<file path="src/rtl/cs_ctrl.sv">
// cs_ctrl: clip/split stack controller.
// Accepts one upstream triangle at a time, pushes it onto an external stack, then loops popping a
// triangle, classifying it (accept / reject / split), emitting accepted triangles downstream and
// pushing both halves of split triangles back onto the stack until the stack drains.
//
// Ports:
//   clk, n_rst            clock (rising edge), asynchronous active-low reset
//   in_valid / in_ready   upstream handshake (in_ready only in IDLE)
//   out_valid / out_ready downstream handshake for the stack output triangle
//   stack_push/stack_pop  stack strobes; push_sel picks upstream (00), half A (01), half B (10)
//   cls_accept/cls_reject classifier result for the popped triangle, sampled in TEST
//   split_start/split_done splitter handshake
//   depth                 stack occupancy
//   busy                  state is not IDLE
//   overflow              sticky: a triangle was dropped for lack of stack space
//
// Optional: define CS_CTRL_STATS_EN to add saturating 16-bit acc_cnt/rej_cnt/drop_cnt outputs.
module cs_ctrl #(
  parameter int DEPTH = 8,
  parameter int DW    = $clog2(DEPTH) + 1
) (
  input  logic          clk,
  input  logic          n_rst,
  input  logic          in_valid,
  output logic          in_ready,
  output logic          out_valid,
  input  logic          out_ready,
  output logic          stack_push,
  output logic          stack_pop,
  output logic [1:0]    push_sel,
  input  logic          cls_accept,
  input  logic          cls_reject,
  output logic          split_start,
  input  logic          split_done,
  output logic [DW-1:0] depth,
  output logic          busy,
  output logic          overflow
`ifdef CS_CTRL_STATS_EN
  ,
  output logic [15:0]   acc_cnt,
  output logic [15:0]   rej_cnt,
  output logic [15:0]   drop_cnt
`endif
);

  localparam logic [2:0] StIdle  = 3'd0;
  localparam logic [2:0] StPop   = 3'd1;
  localparam logic [2:0] StWait  = 3'd2;
  localparam logic [2:0] StTest  = 3'd3;
  localparam logic [2:0] StSplit = 3'd4;
  localparam logic [2:0] StPushA = 3'd5;
  localparam logic [2:0] StPushB = 3'd6;
  localparam logic [2:0] StEmit  = 3'd7;

  localparam logic [DW-1:0] DepthMax = DW'(DEPTH);
  localparam logic [DW-1:0] SplitLim = DW'(DEPTH - 2);
  localparam logic [DW-1:0] DepthOne = DW'(1);

  logic [2:0]    r_state;
  logic [2:0]    w_state_d;
  logic [DW-1:0] r_depth;
  logic [DW-1:0] w_depth_d;
  logic          r_overflow;
  logic          r_split_start;

  logic w_in_hs;
  logic w_emit_hs;
  logic w_test_rej;
  logic w_test_acc;
  logic w_test_split;
  logic w_test_drop;
  logic w_depth_nz;

  assign w_in_hs      = (r_state == StIdle) && in_valid;
  assign w_emit_hs    = (r_state == StEmit) && out_ready;
  assign w_test_rej   = (r_state == StTest) && cls_reject;
  assign w_test_acc   = (r_state == StTest) && cls_accept && !cls_reject;
  // Neither flag: split if two more entries fit, otherwise drop.
  assign w_test_split = (r_state == StTest) && !cls_accept && !cls_reject && (r_depth <= SplitLim);
  assign w_test_drop  = (r_state == StTest) && !cls_accept && !cls_reject && (r_depth > SplitLim);
  assign w_depth_nz   = (r_depth != '0);

  always_comb begin
    w_state_d = r_state;
    unique case (r_state)
      StIdle:  if (in_valid) w_state_d = StPop;
      StPop:   w_state_d = StWait;
      StWait:  w_state_d = StTest;
      StTest: begin
        if (w_test_rej || w_test_drop) w_state_d = w_depth_nz ? StPop : StIdle;
        else if (w_test_acc)           w_state_d = StEmit;
        else                           w_state_d = StSplit;
      end
      // split_done may still be held from the previous split while our start pulse is out.
      StSplit: if (split_done && !r_split_start) w_state_d = StPushA;
      StPushA: w_state_d = StPushB;
      StPushB: w_state_d = StPop;
      StEmit:  if (out_ready) w_state_d = w_depth_nz ? StPop : StIdle;
      default: w_state_d = StIdle;
    endcase
  end

  always_comb begin
    w_depth_d = r_depth;
    if (stack_push && (r_depth != DepthMax)) w_depth_d = r_depth + DepthOne;
    else if (stack_pop && w_depth_nz)        w_depth_d = r_depth - DepthOne;
  end

  always_ff @(posedge clk or negedge n_rst) begin
    if (!n_rst) begin
      r_state       <= StIdle;
      r_depth       <= '0;
      r_overflow    <= 1'b0;
      r_split_start <= 1'b0;
    end else begin
      r_state       <= w_state_d;
      r_depth       <= w_depth_d;
      r_split_start <= w_test_split;
      if (w_test_drop) r_overflow <= 1'b1;
    end
  end

  // The upstream push is the in_valid/in_ready handshake itself; all else is state-decoded.
  assign in_ready    = (r_state == StIdle);
  assign stack_push  = w_in_hs || (r_state == StPushA) || (r_state == StPushB);
  assign stack_pop   = (r_state == StPop);
  assign push_sel    = (r_state == StPushA) ? 2'b01 : (r_state == StPushB) ? 2'b10 : 2'b00;
  assign out_valid   = (r_state == StEmit);
  assign busy        = (r_state != StIdle);
  assign split_start = r_split_start;
  assign depth       = r_depth;
  assign overflow    = r_overflow;

`ifdef CS_CTRL_STATS_EN
  logic [15:0] r_acc_cnt;
  logic [15:0] r_rej_cnt;
  logic [15:0] r_drop_cnt;

  always_ff @(posedge clk or negedge n_rst) begin
    if (!n_rst) begin
      r_acc_cnt  <= '0;
      r_rej_cnt  <= '0;
      r_drop_cnt <= '0;
    end else begin
      if (w_emit_hs && (r_acc_cnt != 16'hFFFF))    r_acc_cnt  <= r_acc_cnt + 16'd1;
      if (w_test_rej && (r_rej_cnt != 16'hFFFF))   r_rej_cnt  <= r_rej_cnt + 16'd1;
      if (w_test_drop && (r_drop_cnt != 16'hFFFF)) r_drop_cnt <= r_drop_cnt + 16'd1;
    end
  end

  assign acc_cnt  = r_acc_cnt;
  assign rej_cnt  = r_rej_cnt;
  assign drop_cnt = r_drop_cnt;
`else
  logic w_unused_emit_hs;
  assign w_unused_emit_hs = w_emit_hs;
`endif

endmodule
</file>
<file path="config.mk">
export PLATFORM = sky130hd
export DESIGN_NAME = cs_ctrl
export DESIGN_NICKNAME = d
export VERILOG_FILES = /design/src/rtl/cs_ctrl.sv
export SDC_FILE = /design/constraint.sdc
export NUM_CORES = 1
export LEC_CHECK = 0
export CORE_AREA = 2 2 39 41
export DETAILED_ROUTE_END_ITERATION = 6
export DIE_AREA = 0 0 41 43
export DONT_BUFFER_PORTS = 1
export PLACE_DENSITY_LB_ADDON = 0.08
export RECOVER_POWER = 25
export SETUP_SLACK_MARGIN = 0.4
export SYNTH_ARGS = -nofsm -noshare
export SYNTH_HDL_FRONTEND = slang
export SYNTH_SLANG_ARGS = --single-unit
</file>
<file path="constraint.sdc">
create_clock -name clk -period 2.7 [get_ports clk]
set_clock_uncertainty 0.05 [all_clocks]
set_input_delay 0.54 -clock clk [delete_from_list [all_inputs] [get_ports clk]]
set_output_delay 0.54 -clock clk [all_outputs]
set_load 0.05 [all_outputs]
</file>
==> summary by stage <==
Logic synthesis
The area share of the largest cell type after synthesis is 29.56%. The number of warnings issued by yosys is 0. Counting flops with an async set or reset pin after synthesis yields a share of 100.0%. The count of different cell masters after synthesis is 41. Synthesis inferred 9 register bits.

Sorting the synthesized cells by area gives the leading types as sky130_fd_sc_hd__dfrtp_1 (30%), sky130_fd_sc_hd__nand2b_1 (4.9%), sky130_fd_sc_hd__a221oi_4 (3.4%). The biggest area contributor in the post-synthesis netlist is sky130_fd_sc_hd__dfrtp_1. The most used flip-flop cell after synthesis is sky130_fd_sc_hd__dfrtp_1. Sequential elements use 29.56% of the synthesized area. The average instance area after synthesis is 9.407 µm².

The summed instance area of the synthesized netlist is 762.0 µm². The number of enable-type register cells in the synthesized netlist is 0. The count of mapped cells out of synthesis is 81. Counting every net in the synthesized netlist gives 91.

Placement
Input and output buffers added on the ports amount to 0. In this run, placement finished with an instance count of 106. At the end of routability-driven placement, the weighted congestion stood at 0.7002. Detailed placement ended at an HPWL of 1306 µm.

Clock tree
The clock net in this run drives a total of 9 sinks. The master cell of the clock root buffer is sky130_fd_sc_hd__clkbuf_4. The maximum count of clock buffers along a single path is 2. The TritonCTS clock tree is done. The level count of the clock H-tree is 1. In this run, CTS created clock tree buffers numbering 3. The clock latency on the worst-skew pair is 0.26 ns. After clock tree synthesis, the clock-pin slew on the worst setup and hold paths is 0.06 ns.

Final layout
Across the whole layout, storage elements account for 229.0 µm². The number of nets in the final layout is 112. The non-filler instance count after layout is 117. The area used by multi-input combinational logic is 526.8 µm².

Once layout is complete, the utilization of the core stands at 71.07%. Relative to the synthesized area, the layout overhead comes to 29.06%. Cells with a size suffix above 1 make up 42.57% of the layout. The number of filler cells placed in the layout is 110.

The antenna diode count is 0.

Routing
The pre-antenna-repair detailed-routing pass consisted of 5 iterations. The count of nets left with antenna violations after detail routing is 0. The number of DRC violations after detailed routing is 0. For this block, the initial DRC count from the detailed router was 3.

The per-cell routed wire length is 14.74 µm. Detailed routing inserted a total of 678 vias. Dividing the detail-routed via count by the number of cells gives 5.795. The total routed wirelength is 1724 µm.

Worst hold path
In this run the most critical hold path is launched from cls_accept. The kind of path behind the tightest hold check is in -> reg. The worst hold endpoint is r_state[2]$_DFFE_PN0P_.

The count of cells along the worst hold path is 2.

Global route
Entering global routing, the biggest net connects 11 pins. The initial antenna violation count is 0. The global routing usage summed across all routing layers is 23.65%. The number of global-route vias before repair came to 638. The remaining global-route overflow is 0.

The first-pass GRT wire length is 2760 µm.

Outcome
The flow ran to the end, and the final reports show no timing, DRC or antenna violations.

Timing
The final clock period utilization by the worst path is 83.04%. The post-route minimum period is 2.242 ns. The achievable frequency is 446.0 MHz. Setup repair after global routing could not meet its margin everywhere. The slew at the pin closest to its max-slew limit is 0.4614 ns. The headroom to the max-slew limit is 69.24%. The final number of hold-violating endpoints is 0. The setup TNS is 0 ns. The count of endpoints failing setup in the final report is 0. Across all hold checks on the routed design, the worst slack comes to 0.4144 ns. The final-report max-slew violation count is 0.

Run
Across the run, the number of max-cap violations was 0.

Worst setup path
In this run the critical register-to-register path is launched from r_state[1]$_DFFE_PN0P_. The type of destination of the critical path is a flip-flop. The largest driver fanout on the critical path is 6. Traced cell by cell, the critical path runs through and3b_2 -> a221oi_4 -> inv_4 -> nand2_4 -> ha_4 -> a21o_1 -> a21oi_4 -> mux2_4 -> o22ai_2. At the worst endpoint, the arrival time is 2.37 ns. STA classifies the critical path startpoint as a flip-flop. The worst stage delay on the critical path is 0.46 ns. The depth of the most critical reg-to-reg path is 9.

The largest individual stage delay along the critical path comes from the cell sky130_fd_sc_hd__dfrtp_2. The worst register-to-register path ends at depth[3]$_DFFE_PN0P_. For the worst setup path, the data required time is 2.83 ns. For flop-to-flop paths, the worst setup slack is 0.46 ns. The critical path in this run is classified as reg -> reg.

Floorplan
The floorplan step defined a core boundary enclosing 1384 µm². The vertical extent of the die is 43 µm. The row count is 14.

For this configuration, the core starts out at a cell density of 55.06%. The overall die area is 1763 µm². The width of the chip is 41 µm. The number of ports placed on the die boundary is 20.
[critical path, delay by kind of cell, from the launching register on]
family                     cells  cell delay, ns
AOI/OAI and AO/OA              4            0.75
DFF                            1            0.46
and+or+nand+nor                2            0.34
muxes                          1            0.32
adders and majority gates      1            0.19
buffers and inverters          1            0.06
[per-stage QoR]
| step | area [µm²] | setup slack, ns |
|---|---|---|
| 2_1_floorplan | 793.3 | 0.2548 |
| 3_3_place_gp | 882.1 | 0.3418 |
| 3_5_place_dp | 882.1 | 0.3043 |
| 4_1_cts | 943.4 | 0.4201 |
| 5_1_grt | 983.4 | 0.3572 |
| 6_report | 983.4 | 0.4579 |
[how the worst max path moves through the flow]
stage	depth (start not counted)	endpoint	startpoint	slack [ns]
5_1_grt	9	depth[3]$_DFFE_PN0P_	r_state[1]$_DFFE_PN0P_	0.36
2_1_floorplan	10	depth[3]$_DFFE_PN0P_	r_state[2]$_DFFE_PN0P_	0.25
4_1_cts	9	depth[3]$_DFFE_PN0P_	r_state[2]$_DFFE_PN0P_	0.42
6_report	9	depth[3]$_DFFE_PN0P_	r_state[1]$_DFFE_PN0P_	0.46
3_3_place_gp	9	depth[3]$_DFFE_PN0P_	r_state[0]$_DFFE_PN0P_	0.34
3_5_place_dp	9	depth[3]$_DFFE_PN0P_	r_state[0]$_DFFE_PN0P_	0.30
[cells in the mapped netlist, types with 2 or more instances]
cell type	instances
sky130_fd_sc_hd__buf_2	2
sky130_fd_sc_hd__nor2_1	3
sky130_fd_sc_hd__buf_6	2
sky130_fd_sc_hd__nor2b_1	3
sky130_fd_sc_hd__nor3b_2	2
sky130_fd_sc_hd__xnor2_1	3
sky130_fd_sc_hd__a31oi_1	2
sky130_fd_sc_hd__ha_1	2
sky130_fd_sc_hd__nand2b_1	6
sky130_fd_sc_hd__a21oi_1	5
sky130_fd_sc_hd__o221ai_1	2
sky130_fd_sc_hd__nand3b_1	2
sky130_fd_sc_hd__inv_1	4
sky130_fd_sc_hd__nand2_1	5
sky130_fd_sc_hd__dfrtp_1	9
sky130_fd_sc_hd__nor3_1	4
[cell families (layout without fill, tap and decap cells)]
group | Yosys count | in the layout | synth area share [%]
simple gates | 30 | 30 | 23.65
compound gates | 23 | 23 | 25.78
buf+inv | 10 | 30 | 7.223
flops | 9 | 9 | 29.56
xor+xnor | 4 | 4 | 4.599
fa+ha+maj | 3 | 3 | 5.911
mux | 2 | 2 | 3.284
[cell usage in the layout, fill, tap and decap left out, drive strengths merged, types with 4 or more instances in the layout]
| cell type | netlist | layout |
|---|---|---|
| a21oi | 6 | 6 |
| clkbuf | 1 | 4 |
| buf | 4 | 20 |
| nand2b | 6 | 6 |
| nand2 | 6 | 6 |
| inv | 5 | 5 |
| dfrtp | 9 | 9 |
| nor3 | 4 | 4 |
[repair_timing]
action / CTS / global route
pin swaps: 1 / 5
endpoints found under the hold margin: 9 / 0
hold buffers: 1 / 0
setup endpoints to repair: 1 / 1
gates cloned: 0 / 0
buffers inserted: 3 / 3
gates resized for setup: 2 / 5
[routing by layer]
metal  GRT usage (%)  vias up  share of wire [%]
li1                -      339                  -
met1           28.38      317                 39
met2           37.81       20                 54
met3           10.99        2                6.0
met4           4.000        0               0.87
met5               0        -                  0
[registers in the layout, indices dropped and copies added (netlist names)]
register,cells
depth,4
overflow,1
split_start,1
r_state,3
[layout make-up]
| cell class | count | share of cell area [%] |
|---|---|---|
| well taps | 16 | 2.036 |
| flip-flops and latches | 9 | 23.28 |
| inverters | 5 | 2.163 |
| repair buffers | 21 | 16.29 |
| clock buffers | 4 | 2.672 |
| multi-input cells | 62 | 53.56 |
Power is left out: the tool's default activity adds up to more than one toggle a clock period on the data nets, which glitch-free logic cannot reach.
